<file path="src/rtl/core_pkg.sv">
// Shared core definitions: data width, register-address type and the shift
// encodings of the ALU that consumes the register-file operands.
package core_pkg;

  localparam int XLEN = 32;

  typedef logic [4:0]      reg_addr_t;
  typedef logic [XLEN-1:0] word_t;

  localparam reg_addr_t REG_ZERO = 5'd0;

  localparam logic [3:0] ALU_SLL = 4'b0111;
  localparam logic [3:0] ALU_SRL = 4'b1000;
  localparam logic [3:0] ALU_SRA = 4'b1001;

endpackage

</file>
<file path="src/rtl/reg_file.sv">
// RV32I integer register file: two combinational read ports, one write port,
// a debug read port and a count of committed writes.
module reg_file
  import core_pkg::*;
#(
  parameter int NREGS = 32,
  parameter int XLEN  = core_pkg::XLEN
) (
  input  logic            clk,
  input  logic            rst_n,
  input  reg_addr_t       rs1_addr,
  input  reg_addr_t       rs2_addr,
  output logic [XLEN-1:0] rd1,
  output logic [XLEN-1:0] rd2,
  input  logic            we,
  input  reg_addr_t       wr_addr,
  input  logic [XLEN-1:0] wr_data,
  input  reg_addr_t       dbg_addr,
  output logic [XLEN-1:0] dbg_data,
  output logic [31:0]     wr_count
);

  // x0 has no storage; address 0 is decoded to a constant zero on every port.
  logic [XLEN-1:0] regs [1:NREGS-1];
  logic [31:0]     wr_count_q;
  logic            commit;

  assign commit = we && (wr_addr != REG_ZERO);

  always_ff @(posedge clk or negedge rst_n) begin
    if (!rst_n) begin
      for (int i = 1; i < NREGS; i++) begin
        regs[i] <= '0;
      end
    end else if (commit) begin
      regs[wr_addr] <= wr_data;
    end
  end

  always_ff @(posedge clk or negedge rst_n) begin
    if (!rst_n) begin
      wr_count_q <= '0;
    end else if (commit) begin
      wr_count_q <= wr_count_q + 32'd1;
    end
  end

  // Reads see the pre-edge contents; the single-cycle core needs no bypass.
  assign rd1      = (rs1_addr == REG_ZERO) ? '0 : regs[rs1_addr];
  assign rd2      = (rs2_addr == REG_ZERO) ? '0 : regs[rs2_addr];
  assign dbg_data = (dbg_addr == REG_ZERO) ? '0 : regs[dbg_addr];
  assign wr_count = wr_count_q;

endmodule

</file>
<file path="config.mk">
export PLATFORM = sky130hd
export DESIGN_NAME = reg_file
export DESIGN_NICKNAME = d
export VERILOG_FILES = /design/src/rtl/core_pkg.sv /design/src/rtl/reg_file.sv
export SDC_FILE = /design/constraint.sdc
export NUM_CORES = 2
export LEC_CHECK = 0
export CAP_MARGIN = 20
export CORE_MARGIN = 3
export CORE_UTILIZATION = 60
export CTS_CLUSTER_SIZE = 25
export DETAILED_ROUTE_END_ITERATION = 7
export PLACE_DENSITY = 0.86
export SKIP_CTS_REPAIR_TIMING = 1
export SLEW_MARGIN = 0
export SYNTH_ARGS = -nofsm -noshare
export SYNTH_HDL_FRONTEND = slang
export SYNTH_SLANG_ARGS = --single-unit
</file>
<file path="constraint.sdc">
create_clock -name clk -period 6.05 [get_ports clk]
set_input_delay 0.9075 -clock clk [delete_from_list [all_inputs] [get_ports clk]]
set_output_delay 0.9075 -clock clk [all_outputs]
set_load 0.1 [all_outputs]
</file>
==> run_results.csv <==
group,metric,value,unit
yosys,synth_area,62900,um^2
routing,via_per_inst,7.91,
cells_and_area,finalNetCount,4277,
place,preCtsSetupSlack,1.33,ns
timing,finalHoldViolCount,0,
power,p_total,23.6,mW
critical_path,cp-start-kind,"input pin",
cells_and_area,multi_input_area,35000,um^2
critical_path,worstPathCellList,"buf_2, nand3_2, buf_4, o22ai_1, a211oi_1, buf_4",
run,drv_cap,0,
grt,gr-usage-all-layers,38.1,%
critical_path,cp_slowest_stage_delay,1.13,ns
floorplanning,start_util,60.6,%
critical_path,cp_top_family,"buffers and inverters",
routing,first_pass_iters,8,
timing,fmax,0.203,GHz
yosys,yosysUniqueCellTypes,55,
timing,min_period,4.94,ns
critical_path,required,5.14,ns
cts,numCtsBuffers,107,
cells_and_area,final_cell_area,69100,um^2
timing,maxSlewHeadroom,18.0,%
timing,finClkSkew,0.0240,ns
critical_path,cp_common_cell,"buf_4",
timing,setup_slack,1.11,ns
cts,cts_sinks,1024,
grt,grt_overflow,0,
place,placedInstanceArea,65200,um^2
critical_path,reg2reg_depth,4,
yosys,synth_seq_area_share,40.8,%
yosys,async_flop_share,100,%
timing,maxSlewViolCount,0,
critical_path,cp.arrival,4.03,ns
floorplanning,die_x,330,um
yosys,synth_edf_count,0,
grt,grt_pass1_vias,46000,
timing,setup_viol,0,
cts,htree_levels,3,
place,numPortBuffers,182,
min_path,hold_path.class,"in -> async",
timing,grt_setup_unrepaired,"false",
power,ir_drop,0.410,mV
routing,routed_wl,207000,um
run_status,outcome,"finished, violations left",
place,gp_congestion,0.881,
timing,setup_tns,0,ns
cells_and_area,fillers,6742,
floorplanning,rows,118,
routing,vias,45100,
power,power_density,342,nW/um^2
critical_path,critPathBufInv,3,
critical_path,end_kind,"primary output",
floorplanning,die_area,109000,um^2
critical_path,slowest_stage,"nand3_2",
floorplanning,coreArea,104000,um^2
routing,route.detailed.drc,2,
timing,finalCritPeriodShare,81.6,%
routing,route.detailed.wl_per_inst,36.3,um
cts,root_buffer,"clkbuf_16",
yosys,syn_area_per_cell,14.7,um^2
cells_and_area,drive_gt1_share,50.5,%
place,dp_hpwl,120000,um
floorplanning,io_pins,183,
cts,cts_tree,"yes",
grt,antenna_found_initial,10,
cts,clock_latency,0.70,ns
power,p_leak,29.6,nW
critical_path,critPathKind,"in -> out",
critical_path,crit_cells,6,
yosys,synth_cells,4290,
timing,worstMarginPinSlew,1.23,ns
cts,cts.path.max_buffers,3,
yosys,ys_ff_latch,1024,
grt,grt_pass1_wl,304000,um
floorplanning,die_y,330,um
cts,clkTransAtPathRegs,0.06,ns
timing,holdWs,0.197,ns
yosys,yosysWarnings,0,
yosys,synth_nets,4346,
yosys,ys.flop_type,"dfrtp_1",
grt,grt_max_degree,180,
cells_and_area,seq_area,25600,um^2
routing,antenna_left,0,
routing,dr.first_iter.drc_count,6936,
run_status,violations,"DRC",
cells_and_area,area_growth_syn_to_layout,9.98,%
critical_path,cp_max_fo,23,
-- metal layers --
| layer | GRT usage (%) | routed length (um) | part of all wire (%) |
|---|---|---|---|
| met1 | 49.0 | 70700 | 34 |
| met2 | 54.7 | 90100 | 44 |
| met3 | 14.4 | 30200 | 15 |
| met4 | 24.6 | 15600 | 7.6 |
| met5 | 0 | 7 | 0.0034 |
-- stage by stage --
stage          std cells  utilization (%)
2_1_floorplan       4290                -
3_3_place_gp        5489             62.8
3_5_place_dp        5489             62.8
4_1_cts             5684             66.5
5_1_grt             5691             66.6
6_report            5699             66.6
-- synthesized netlist by cell type, types with 22 or more instances --
cell type	instances	share of area [%]
mux2_2	1104	20
a221o_1	22	0.35
a211oi_1	22	0.26
buf_6	41	0.73
nand2_1	116	0.69
mux2i_1	215	3.4
nor2_1	88	0.53
o21ai_0	72	0.57
mux4_2	605	22
a31oi_1	22	0.22
nand3_1	24	0.19
o22ai_1	114	1.1
nand2b_1	26	0.26
buf_1	53	0.32
clkbuf_1	215	1.3
dfrtp_1	1024	41
mux4_1	62	2.6
xor2_1	22	0.31
a211o_1	63	0.88
a22oi_1	76	0.91
buf_2	136	1.1
buf_4	31	0.37
-- kinds of logic (layout without fill, tap and decap cells) --
kind of cell / after synthesis / after routing / share of synthesized area [%]
compound gates: 427 / 427 / 4.84
mux: 1994 / 1994 / 47.6
buf+inv: 487 / 504 / 3.91
fa+ha+maj: 1 / 1 / 0.0199
simple gates: 326 / 326 / 2.41
other cells: 0 / 12 / 0
xor+xnor: 31 / 31 / 0.432
flops: 1024 / 1024 / 40.8
-- power by group --
group	switching (mW)	internal [mW]
clock network	2.91	4.24
registers	1.40	8.18
logic	3.48	3.40
-- path summary, 6_finish.rpt --
path,startpoint,endpoint,slack [ns]
setup / recovery,rs2_addr[3],rd2[23],1.11
hold / removal,rst_n,regs[728]$_DFFE_PN0P_,0.20
setup reg to reg,wr_count[10]$_DFFE_PN0P_,wr_count[20]$_DFFE_PN0P_,4.11
hold reg to reg,wr_count[31]$_DFFE_PN0P_,wr_count[31]$_DFFE_PN0P_,0.47
max in group asynchronous,rst_n,regs[334]$_DFFE_PN0P_,4.38
min in group clk,wr_count[31]$_DFFE_PN0P_,wr_count[31]$_DFFE_PN0P_,0.47
-- placed cells by master (no fill, tap or decap), types with 20 or more instances in the layout --
cell type           n
clkbuf_8           24
clkbuf_16         109
a31oi_1            22
dfrtp_1          1024
mux4_1             62
nor2_1             74
mux2_2           1104
nand2_1            99
nand3_1            20
a22oi_1            76
o21ai_0            72
buf_12             28
clkinv_2           21
xor2_1             22
a211o_1            63
a221o_1            22
clkdlybuf4s50_1    73
mux4_2            605
a211oi_1           22
buf_4             187
mux2i_1           215
nand2b_1           22
o22ai_1           114
-- flip-flops by register name (all words and copies together) (netlist names) --
signal	flops
regs	992
wr_count	32
-- area by class of cell --
type,count,area share [%]
inverter,8,0.0434
multi-input combinational,2779,50.6
clock inverter,52,1.05
antenna,12,0.0434
timing repair buffer,301,4.21
sequential,1024,37.1
tap,1380,2.50
clock buffer,143,4.45
Power figures use the tool's default switching activity.
